### src/rtl/ram64_march_bist_if.sv
// rtl/ram64_march_bist_if.sv - RAM64 port bundle between the BIST initiator and one RAM64 instance
//
// Purpose: groups the RAM64 in/load/address/out signals.
// Modports:
//   master  BIST side: drives ram_in, ram_load, ram_address; samples ram_out
//   slave   RAM side : samples ram_in, ram_load, ram_address; drives ram_out
// Signals:
//   ram_in       WIDTH   write data
//   ram_load     1       write enable, commits on the next rising edge
//   ram_address  ADDR_W  word address
//   ram_out      WIDTH   combinational read data of ram_address
interface ram64_march_bist_if #(
   parameter int WIDTH  = 16,
   parameter int ADDR_W = 6
);
   logic [WIDTH-1:0]  ram_in;
   logic              ram_load;
   logic [ADDR_W-1:0] ram_address;
   logic [WIDTH-1:0]  ram_out;

   modport master (
      output ram_in,
      output ram_load,
      output ram_address,
      input  ram_out
   );

   modport slave (
      input  ram_in,
      input  ram_load,
      input  ram_address,
      output ram_out
   );
endinterface

### src/rtl/ram64_march_bist.sv
// rtl/ram64_march_bist.sv - March C- built-in self-test controller for one RAM64
//
// Purpose: runs March C- (M0..M5) over a 2**ADDR_W word RAM, one op per clock,
//          and reports pass or the first mismatch (element, address, data read).
// Ports:
//   clk        in   1       rising-edge clock, shared with the RAM
//   rst_n      in   1       asynchronous active-low reset
//   start      in   1       level, sampled only in IDLE
//   busy       out  1       high during the RUN cycles
//   done       out  1       one-cycle pulse at end of run (pass or abort)
//   pass       out  1       last run was clean; held until the next start
//   fail_elem  out  3       march element of the first mismatch
//   fail_addr  out  ADDR_W  address of the first mismatch
//   fail_data  out  WIDTH   word read at the first mismatch
//   ram        master modport of ram64_march_bist_if (ram_in/ram_load/ram_address/ram_out)
module ram64_march_bist #(
   parameter int               WIDTH   = 16,
   parameter int               ADDR_W  = 6,
   parameter logic [WIDTH-1:0] PATTERN = 16'h0000
) (
   input  logic                 clk,
   input  logic                 rst_n,
   input  logic                 start,
   output logic                 busy,
   output logic                 done,
   output logic                 pass,
   output logic [2:0]           fail_elem,
   output logic [ADDR_W-1:0]    fail_addr,
   output logic [WIDTH-1:0]     fail_data,
   ram64_march_bist_if.master   ram
);

   typedef enum logic [1:0] {S_IDLE, S_RUN, S_DONE} state_t;

   localparam logic [WIDTH-1:0]  D0       = PATTERN;
   localparam logic [WIDTH-1:0]  D1       = ~PATTERN;
   localparam logic [ADDR_W-1:0] ADDR_MAX = '1;

   state_t            state, state_nx;
   logic [2:0]        elem, elem_nx;
   logic [ADDR_W-1:0] addr, addr_nx;
   logic              phase, phase_nx;

   // op decode of the registered state
   logic              two_op;
   logic              down;
   logic              rd_op;
   logic              wr_op;
   logic [WIDTH-1:0]  exp_data;
   logic [WIDTH-1:0]  wr_data;
   logic [ADDR_W-1:0] last_addr;
   logic              mismatch;
   logic              start_run;
   logic              clean_end;

   // ------------------------------------------------------------------
   // state register (plus result registers)
   // ------------------------------------------------------------------
   always_ff @(posedge clk or negedge rst_n) begin
      if (!rst_n) begin
         state     <= S_IDLE;
         elem      <= '0;
         addr      <= '0;
         phase     <= 1'b0;
         pass      <= 1'b0;
         fail_elem <= '0;
         fail_addr <= '0;
         fail_data <= '0;
      end else begin
         state <= state_nx;
         elem  <= elem_nx;
         addr  <= addr_nx;
         phase <= phase_nx;
         if (start_run) begin
            pass      <= 1'b0;
            fail_elem <= '0;
            fail_addr <= '0;
            fail_data <= '0;
         end else if (mismatch) begin
            pass      <= 1'b0;
            fail_elem <= elem;
            fail_addr <= addr;
            fail_data <= ram.ram_out;
         end else if (clean_end) begin
            pass <= 1'b1;
         end
      end
   end

   // ------------------------------------------------------------------
   // next-state logic
   // ------------------------------------------------------------------
   always_comb begin
      state_nx  = state;
      elem_nx   = elem;
      addr_nx   = addr;
      phase_nx  = phase;
      start_run = 1'b0;
      clean_end = 1'b0;
      case (state)
         S_IDLE: begin
            if (start) begin
               start_run = 1'b1;
               state_nx  = S_RUN;
               elem_nx   = 3'd0;
               addr_nx   = '0;
               phase_nx  = 1'b0;
            end
         end
         S_RUN: begin
            if (mismatch) begin
               state_nx = S_DONE;
            end else if (two_op && !phase) begin
               phase_nx = 1'b1;
            end else begin
               phase_nx = 1'b0;
               if (addr == last_addr) begin
                  if (elem == 3'd5) begin
                     clean_end = 1'b1;
                     state_nx  = S_DONE;
                  end else begin
                     // each element starts from its own end of the array:
                     // M3/M4 descend from the top, the others ascend from 0
                     elem_nx = elem + 3'd1;
                     addr_nx = (elem == 3'd2 || elem == 3'd3) ? ADDR_MAX : '0;
                  end
               end else begin
                  addr_nx = down ? addr - 1'b1 : addr + 1'b1;
               end
            end
         end
         S_DONE:  state_nx = S_IDLE;
         default: state_nx = S_IDLE;
      endcase
   end

   // ------------------------------------------------------------------
   // output decode (registered state only; ram_out feeds just the compare)
   // ------------------------------------------------------------------
   always_comb begin
      two_op    = (elem >= 3'd1) && (elem <= 3'd4);
      down      = (elem == 3'd3) || (elem == 3'd4);
      rd_op     = (elem == 3'd5) || (two_op && !phase);
      wr_op     = (elem == 3'd0) || (two_op && phase);
      last_addr = down ? '0 : ADDR_MAX;

      case (elem)
         3'd2, 3'd4: exp_data = D1;
         default:    exp_data = D0;
      endcase
      case (elem)
         3'd1, 3'd3: wr_data = D1;
         default:    wr_data = D0;
      endcase

      busy     = (state == S_RUN);
      done     = (state == S_DONE);
      mismatch = busy && rd_op && (ram.ram_out != exp_data);

      ram.ram_load    = busy && wr_op;
      ram.ram_in      = (busy && wr_op) ? wr_data : '0;
      ram.ram_address = busy ? addr : '0;
   end

endmodule

### src/flat_wrapper.sv
// flat-port wrapper written by rule: the top's interface ports become plain ports
module ram64_march_bist_flat 
#(
   parameter int               WIDTH   = 16,
   parameter int               ADDR_W  = 6,
   parameter logic [WIDTH-1:0] PATTERN = 16'h0000
)
  (clk, rst_n, start, busy, done, pass, fail_elem, fail_addr, fail_data, ram_ram_in, ram_ram_load, ram_ram_address, ram_ram_out);
  ram64_march_bist_if #(.WIDTH(WIDTH), .ADDR_W(ADDR_W)) ram_i ();
  input  logic clk;
  input  logic rst_n;
  input  logic start;
  output logic busy;
  output logic done;
  output logic pass;
  output logic [2:0] fail_elem;
  output logic [ADDR_W-1:0] fail_addr;
  output logic [WIDTH-1:0] fail_data;
  output wire logic [$bits(ram_i.ram_in)-1:0] ram_ram_in;
  output wire logic [$bits(ram_i.ram_load)-1:0] ram_ram_load;
  output wire logic [$bits(ram_i.ram_address)-1:0] ram_ram_address;
  input wire logic [$bits(ram_i.ram_out)-1:0] ram_ram_out;
  assign ram_ram_in = ram_i.ram_in;
  assign ram_ram_load = ram_i.ram_load;
  assign ram_ram_address = ram_i.ram_address;
  assign ram_i.ram_out = ram_ram_out;
  ram64_march_bist #(.WIDTH(WIDTH), .ADDR_W(ADDR_W), .PATTERN(PATTERN)) u_core (.clk(clk), .rst_n(rst_n), .start(start), .busy(busy), .done(done), .pass(pass), .fail_elem(fail_elem), .fail_addr(fail_addr), .fail_data(fail_data), .ram(ram_i));
endmodule
### config.mk
export PLATFORM = sky130hd
export DESIGN_NAME = ram64_march_bist_flat
export DESIGN_NICKNAME = d
export VERILOG_FILES = /design/src/rtl/ram64_march_bist_if.sv /design/src/rtl/ram64_march_bist.sv /design/src/flat_wrapper.sv
export SDC_FILE = /design/constraint.sdc
export NUM_CORES = 1
export LEC_CHECK = 0
export ABC_AREA = 0
export ABC_CLOCK_PERIOD_IN_PS = 3200
export CAP_MARGIN = 10
export CORE_MARGIN = 10
export CORE_UTILIZATION = 45
export CTS_CLUSTER_SIZE = 40
export DETAILED_ROUTE_END_ITERATION = 12
export GPL_TIMING_DRIVEN = 0
export PLACE_DENSITY = 0.74
export SKIP_CTS_REPAIR_TIMING = 1
export SLEW_MARGIN = 20
export SYNTH_ARGS = -nofsm -noshare
export SYNTH_HDL_FRONTEND = slang
export SYNTH_SLANG_ARGS = --single-unit
export TNS_END_PERCENT = 20
### constraint.sdc
create_clock -name clk -period 3.2 [get_ports clk]
set_input_delay 0.64 -clock clk [delete_from_list [all_inputs] [get_ports clk]]
set_output_delay 0.64 -clock clk [all_outputs]
set_load 0.01 [all_outputs]
Yosys cells after proc, flatten, opt, wreduce, memory -nomap -nowiden
Index checks and enable logic that the tools add are counted.

cells by class
  add/subtract/negate cells = 3
  order comparisons = 2
  equal/unequal tests = 18
  mux-type cells = 45
  reduce and logical (&&, ||, !) cells = 22

operators with widths
  operator                                                count
  2-to-1 mux 16 bit                                       5
  2-to-1 mux 6 bit                                        11
  2-to-1 mux 3 bit                                        7
  inequality test 16 bit                                  1
  2-to-1 mux 1 bit                                        13
  one-hot mux 6 bit (2 select lines)                      1
  2-to-1 mux 2 bit                                        5
  inequality test 2 bit (second input constant)           4
  adder 6 x 1 -> 6 bit (second input constant)            1
  == test 3 x 2 -> 1 bit (second input constant)          2
  == test 3 bit (second input constant)                   2
  == test 6 bit                                           1
  logical AND 1 bit                                       6
  inequality test 3 x 1 -> 1 bit (second input constant)  2
  one-hot mux 3 bit (2 select lines)                      1
  AND reduction 6 bit                                     1
  subtractor 6 x 1 -> 6 bit (second input constant)       1
  AND reduction 5 bit                                     1
  logical OR 1 bit                                        4
  one-hot mux 2 bit (2 select lines)                      1
  AND reduction 4 bit                                     1
  nonzero test 2 bit                                      2
  OR reduction 2 bit                                      2
  adder 3 x 1 -> 3 bit (second input constant)            1
  14 further kinds                                        14

word-level totals
  register bits = 38
  output and inout bits = 51

Depth between registers and ports, before layout
Gate-level depths: netlist (run 1).

  word-level depth = 11
  mapped depth = 11
  gate-level depth less buffers = 11

Worst setup path before layout (run 1)
No wires, ideal clock.

  kind = register -> register
  start = reg u_core.elem[0]
  end = reg u_core.addr[5]
  setup time = 73 ps
  arrival = 2528 ps
  required time = 3127 ps
  slack = 599 ps
  cell stages (with the launch flop) = 12
  clock period less this slack = 2601 ps
  path through = dfrtp_1 inv_1 ha_1 mux2_4 ha_1 nand4_1 nor3_1 a211o_1 a31o_1 buf_6 o21bai_1 a2bb2oi_2

between the ends
  longest elaborated chain between the ends = 8

ends and longest elaborated chain
  what                                                                       RTL line                                          text
  start: declaration                                                         ram64_march_bist.sv:40                            logic [2:0] elem, elem_nx;
  start signal: assignment                                                   ram64_march_bist.sv:71                            elem <= elem_nx;
  == test 3 x 2 -> 1 bit (tied with other cells)                             ram64_march_bist.sv:125, ram64_march_bist.sv:142
  logical OR 1 bit (tied with other cells)                                   ram64_march_bist.sv:142                           down = (elem == 3'd3) || (elem == 3'd4);
  2-to-1 mux 6 bit (tied with other cells)                                   ram64_march_bist.sv:145                           last_addr = down ? '0 : ADDR_MAX;
  == test 6 bit (tied with other cells)                                      ram64_march_bist.sv:117                           if (addr == last_addr) begin
  2-to-1 mux 6 bit or logical AND 1 bit (tied branches)                      ram64_march_bist.sv:117, ram64_march_bist.sv:158
  2-to-1 mux 6 bit or logical AND 1 bit (tied branches)                      ram64_march_bist.sv:113, ram64_march_bist.sv:158
  2-to-1 mux 6 bit or inequality test 2 bit (tied branches)                  -
  one-hot mux 6 bit (2 select lines) or AND reduction 5 bit (tied branches)  -
  end signal: assignment                                                     ram64_march_bist.sv:72                            addr <= addr_nx;
  end: declaration                                                           ram64_march_bist.sv:41                            logic [ADDR_W-1:0] addr, addr_nx;

Several ways; a longest one is shown, not always the timed one. The select of a mux whose other input is x is not followed.
A chain may end at the register's enable or synchronous reset.

Worst setup path after layout (run 1)
  start = reg u_core.elem[0]
  end = out ram_ram_in[14]

between the ends
  longest elaborated chain between the ends = 6

ends and longest elaborated chain
  what                                                                                          RTL line                 text
  greater-or-equal comparator 3 x 1 -> 1 bit or less-or-equal comparator 3 bit (tied branches)  ram64_march_bist.sv:141  two_op = (elem >= 3'd1) && (elem <= 3'd4);
  logical AND 1 bit                                                                             ram64_march_bist.sv:141
  logical AND 1 bit                                                                             ram64_march_bist.sv:144  wr_op = (elem == 3'd0) || (two_op && phase);
  logical OR 1 bit                                                                              ram64_march_bist.sv:144
  logical AND 1 bit                                                                             ram64_march_bist.sv:161  ram.ram_in = (busy && wr_op) ? wr_data : '0;
  2-to-1 mux 16 bit *                                                                           ram64_march_bist.sv:161
  end: declaration                                                                              flat_wrapper.sv:19       output wire logic [$bits(ram_i.ram_in)-1:0] ram_ram_in;

Mark *: on every way between the ends. The rest lies on a longest branch, timed or not.

==> results of run 1 <==
-- power by group --
| part | switching [uW] | internal [uW] |
|---|---|---|
| Clock | 167 | 173 |
| Combinational | 884 | 987 |
| Sequential | 125 | 643 |
| Total | 1180 | 1800 |
-- state kept, by name, summed over array words and instances, names as in the netlist --
register and cells:
u_core.fail_data 16, u_core.addr 6, u_core.fail_addr 6, u_core.elem 3, u_core.fail_elem 3, u_core.state 2, u_core.pass 1, u_core.phase 1
-- logic make-up after synthesis --
| family | Yosys count | synth area share [%] |
|---|---|---|
| adders and majority gates | 10 | 5.761 |
| DFF | 38 | 41.30 |
| buffers and inverters | 37 | 10.05 |
| xor gates and xnor gates | 4 | 1.522 |
| AOI/OAI and AO/OA | 39 | 12.45 |
| and+or+nand+nor | 71 | 16.03 |
| muxes | 29 | 12.88 |
-- final cells by class --
class	count	share of cell area, %
Timing Repair Buffer	70	22.01
Tap cell	67	2.615
Buffer	26	5.933
Multi-Input combinational cell	154	35.44
Clock buffer	6	2.576
Clock inverter	2	0.3903
Sequential cell	38	29.74
Inverter	11	1.288
-- worst min path at each step --
stage	to	slack, ps	cells after the start
2_1_floorplan	u_core.addr[0]	340	0
3_3_place_gp	u_core.fail_data[14]	500	2
3_5_place_dp	u_core.fail_data[10]	500	1
4_1_cts	u_core.fail_elem[0]	200	1
5_1_grt	u_core.fail_elem[1]	190	1
6_report	u_core.fail_data[10]	200	1
-- synth_stat cells, types with 2 or more instances --
library cell  instances
o21ai_0               4
o21bai_1              2
nand4_1               5
nor4_1                7
inv_1                11
clkbuf_1              4
a21oi_1               9
buf_6                 4
ha_1                  9
buf_2                 2
nand2b_1              3
nor3_1                3
mux2i_1              27
a211oi_1              5
buf_4                16
a21o_1                7
xor2_1                3
dfrtp_1              38
a31oi_1               3
nor2_1               31
and2_1                4
nor2b_1               4
nand2_1               6
or2_2                 2
-- layer usage --
metal / vias up / routed length (um) / GRT usage (%)
met4: 0 / 22 / 1.958
li1: 946 / - / -
met5: - / 0 / 0
met1: 923 / 2677 / 17.45
met3: 2 / 448 / 4.938
met2: 52 / 2795 / 23.46
-- worst reg2reg max path, stage by stage, from the launching register on --
cell	delay, ps
dfrtp_2	500
inv_1	100
ha_1	250
mux2_4	330
ha_1	370
nand4_1	180
nor3_1	60
a211o_1	290
a31o_1	230
buf_6	150
a211oi_1	210
a21o_1	110
-- per-stage QoR --
stage	utilization (%)	power, uW	setup TNS [ps]	hold WS (ps)	setup WS [ps]
3_3_place_gp	63.46	2608	0	502.8	165.6
4_1_cts	65.73	2992	-3148	195.4	-212.6
3_5_place_dp	63.77	2637	0	499.4	117.1
2_1_floorplan	-	1912	0	344.4	598.6
6_report	66.12	2979	0	195.3	169.9
5_1_grt	66.12	3218	0	191.3	34.10
==> flow_summary.ini, run 1 <==
[worst_setup_path]
crit_end = ram_ram_in[14]
crit_family = buffers and inverters
crit_start = u_core.elem[0]
r2r_start = u_core.elem[0]
endpoint_kind = output pin
max_stage_delay_ps = 500
crit_cells = 6
worst-path-buf-inv = 2
crit_fanout = 11
cp.arrival_ps = 2390
worst-r2r-setup-slack_ps = 370
worstSetupStartpointType = flip-flop
critical_path_required_ps = 2560
critPathKind = reg2out
rr_worst_depth = 11
cp_cell_sequence = ha_1 -> o311ai_1 -> a21oi_2 -> and3_2 -> buf_4 -> clkdlybuf4s50_1
critical_path.slowest_cell = dfrtp_2
r2r-end = u_core.addr[4]

[run]
drv_cap = 0

[drt]
drtPass1Iterations = 4
antenna_left = 0
via_per_inst = 5.142
drc = 0
routedWlPerCell_um = 15.89
wl_um = 5943
drtIter0Drc = 53
via_count = 1923

[timing]
max_slew.worst_pin.slew_ps = 487.5
grt_setup_unrepaired = false
finalSetupViolations = 0
finClkSkew_ps = 4.541
hold_viol = 0
finalMaxSlewViolations = 0
period_minus_slack_ps = 3030
max_clock_freq_mhz = 330.0
slew_headroom_pct = 67.20
fin_crit_sh_pct = 94.69

[logic_synthesis]
synthesis.nets = 257
netlist_instances = 228
mappedNetlistArea_mm2 = 0.002302
ys_ff_latch = 38
synth_top_cell_area_share_pct = 41.30
yosysTopAreaCell = dfrtp_1
synth_cell_type_count = 43
syn_area_per_cell_um2 = 10.10
synth_area_leaders = dfrtp_1, mux2i_1, buf_4
ys_warn_count = 0
async_flop_share_pct = 100.0
synth_edf_count = 0
synth_ff_type = dfrtp_1
ys_seq_area_share_pct = 41.30

[final_layout]
fill_cells = 406
num_antenna_cells = 0
multiInputGateArea_mm2 = 0.001136
fin_cells = 374
layout_commonest_cell = clkdlybuf4s50_1
final_cell_mix = clkdlybuf4s50_1, dfrtp_1, nor2_1
fin_nets = 335
postLayoutCellArea_mm2 = 0.003206
regArea_um2 = 953.4
layout-drive-gt1-share_pct = 14.98
syn_to_final_growth_pct = 39.24

[status]
status = completed

[placed_design]
dp_cells = 365
gp_congestion = 0.8224
placement.cell_area_mm2 = 0.003092
port_buffers = 69
dp_hpwl_um = 4551

[cts]
cts.sinks = 38
cts_tree = done
clockRootBuffer = clkbuf_8
htree_levels = 2
clockBufferDepth = 2
numCtsBuffers = 5
clk_pin_slew_worst_paths_ps = 70
clk_latency_ps = 280

[global_routing]
grt_antenna_before_repair = 0
grt_overflow = 0
grt_pass1_vias = 2037
grt_usage_pct = 14.09
grt_max_degree = 32
grt_pass1_wl_um = 10010

[floorplanning]
fp.dieArea_mm2 = 0.008377
coreArea_mm2 = 0.004848
ioPinCount = 70
die_y_um = 91.53
row_count = 25
die_x_um = 91.53
initial_core_util_pct = 47.48

[power_and_ir_drop]
powerDensity_mw_per_mm2 = 929.3
p_leak_uw = 0.001591
peakVddDrop_mv = 0.5365

[worst_hold_path]
hold_class = in2async
(Power assumes the default switching activity.)
==> run 2, diff against run 1 <==
--- a/config.mk
+++ b/config.mk
@@ -6,10 +6,11 @@
 export NUM_CORES = 1
 export LEC_CHECK = 0
 export ABC_AREA = 0
-export ABC_CLOCK_PERIOD_IN_PS = 3200
+export ABC_CLOCK_PERIOD_IN_PS = 3180
 export CAP_MARGIN = 10
 export CORE_MARGIN = 10
 export CORE_UTILIZATION = 45
+export CTS_BUF_LIST = sky130_fd_sc_hd__clkbuf_16
 export CTS_CLUSTER_SIZE = 40
 export DETAILED_ROUTE_END_ITERATION = 12
 export GPL_TIMING_DRIVEN = 0
==> constraint.sdc (replaced) <==
create_clock -name clk -period 3.18 [get_ports clk]
set_input_delay 0.636 -clock clk [delete_from_list [all_inputs] [get_ports clk]]
set_output_delay 0.636 -clock clk [all_outputs]
set_load 0.01 [all_outputs]
==> run 2 against run 1 <==
Effect of this change:
- final area increased by 1.4%
- clock power increased by 39%
- largest power group unchanged
- non-clock buffer count unchanged
- critical endpoint unchanged
- combinational power about the same
- cell count unchanged
==> flow_summary.ini, run 2 (synthesis results as in run 1) <==
[final_layout]
syn_to_final_growth_pct = 41.25
fill_cells = 402
largestRegisters = u_core.fail_data x16, u_core.addr x6, u_core.fail_addr x6
fin_nets = 335
regMostFlops = u_core.fail_data
num_antenna_cells = 0
layout_commonest_cell = clkdlybuf4s50_1
finalCoreUtilization_pct = 67.07
layout-drive-gt1-share_pct = 14.66
final_cell_mix = clkdlybuf4s50_1, dfrtp_1, nor2_1
largest_register_ffs = 16

[cts]
numCtsBuffers = 5
clockBufferDepth = 2
cts_tree = done
htree_levels = 2
clk_pin_slew_worst_paths_ps = 60
cts.sinks = 38
clockRootBuffer = clkbuf_16
clk_latency_ps = 280

[floorplanning]
initial_core_util_pct = 47.48
fp.dieArea_mm2 = 0.008377
coreArea_mm2 = 0.004848
ioPinCount = 70
row_count = 25
die_y_um = 91.53
die_x_um = 91.53

[timing]
postLayoutSetupSlackWorst_ps = 166.3
tns_ps = 0
finClkSkew_ps = 3.592
max_clock_freq_mhz = 331.8
period_minus_slack_ps = 3014
grt_setup_unrepaired = false
hold_slack_ps = 199.5
slew_headroom_pct = 66.67
max_slew.worst_pin.slew_ps = 500.0
fin_crit_sh_pct = 94.77
finalMaxSlewViolations = 0
hold_viol = 0
finalSetupViolations = 0

[global_routing]
grt_overflow = 0
grt_pass1_vias = 2052
grt_max_degree = 32
grt_pass1_wl_um = 10210
grt_antenna_before_repair = 0
grt_usage_pct = 14.65

[drt]
routedWlPerCell_um = 16.18
antenna_left = 0
wl_um = 6050
via_per_inst = 5.179
drtPass1Iterations = 4
drc = 0
via_count = 1937
drtIter0Drc = 66

[power_and_ir_drop]
powerDensity_mw_per_mm2 = 963.3
p_leak_uw = 0.001611
peakVddDrop_mv = 0.5175

[worst_setup_path]
crit_fanout = 11
worstSetupStartpointType = flip-flop
critical_path.slowest_cell = dfrtp_2
endpoint_kind = output pin
cp_cell_sequence = ha_1 -> o311ai_1 -> a21oi_2 -> and3_2 -> buf_4 -> clkdlybuf4s50_1
worst-r2r-setup-slack_ps = 350
r2r-end = u_core.addr[4]
rr_worst_depth = 11
critPathKind = reg2out
max_stage_delay_ps = 490
cp.arrival_ps = 2380
critical_path_required_ps = 2540
r2r_start = u_core.elem[0]

[placed_design]
dp_hpwl_um = 4551
gp_congestion = 0.8224
post-place-ws_ps = 101.1
port_buffers = 69

[run]
drv_cap = 0

[worst_hold_path]
hold_class = in2async

[status]
status = completed
-- run 2: cell types whose count changed in the layout (fill, tap and decap cells not counted) --
cell and delta:
clkinv_1 +1, clkbuf_16 +5, clkbuf_8 -6
-- run 2: worst max path at each step --
stage	from	end	slack, ps	cells after the start
6_report	u_core.elem[0]	ram_ram_in[14]	170	6
5_1_grt	u_core.elem[1]	ram_ram_in[4]	40	7
4_1_cts	u_core.elem[0]	ram_ram_in[7]	-220	6
3_5_place_dp	u_core.elem[0]	ram_ram_in[7]	100	6
3_3_place_gp	u_core.elem[0]	ram_ram_in[14]	150	6
2_1_floorplan	u_core.elem[0]	u_core.addr[5]	580	11
-- run 2: critical path: cells and delay by family (launching register included) --
kind	cells	cell delay [ps]
simple gates	1	240
flops	1	490
fa+ha+maj	1	300
buf+inv	2	610
compound gates	2	450
-- run 2: area by class of cell --
cell class	instances	area, um^2	share of cell area, %
plain buffers	26	190.2	5.848
clock buffers	5	125.1	3.848
clock inverters	3	16.27	0.5002
inverters	11	41.29	1.270
multi-input cells	154	1136	34.94
flip-flops and latches	38	953.4	29.32
well taps	67	83.83	2.578
repair buffers	70	705.7	21.70
-- run 2: through the flow --
step | instances | total power [uW] | area, um^2
6_report | 374 | 3133 | 3252
5_1_grt | 374 | 3374 | 3252
4_1_cts | 373 | 3142 | 3233
3_5_place_dp | 365 | 2654 | 3092
3_3_place_gp | 364 | 2624 | 3077
2_1_floorplan | 228 | 1924 | 2302
-- run 2: per-layer routing --
| metal | vias to the layer above | global-route usage [%] | share of wire (%) |
|---|---|---|---|
| met5 | - | 0 | 0 |
| met4 | 0 | 4.700 | 0.68 |
| met3 | 2 | 4.938 | 7.6 |
| met2 | 52 | 23.87 | 47 |
| met1 | 936 | 17.70 | 45 |
| li1 | 947 | - | - |
-- run 2: power breakdown --
group          total [uW]  switching [uW]  internal, uW
clock network         473             187           286
logic                1880             891           993
registers             775             127           648
total                3130            1210          1930
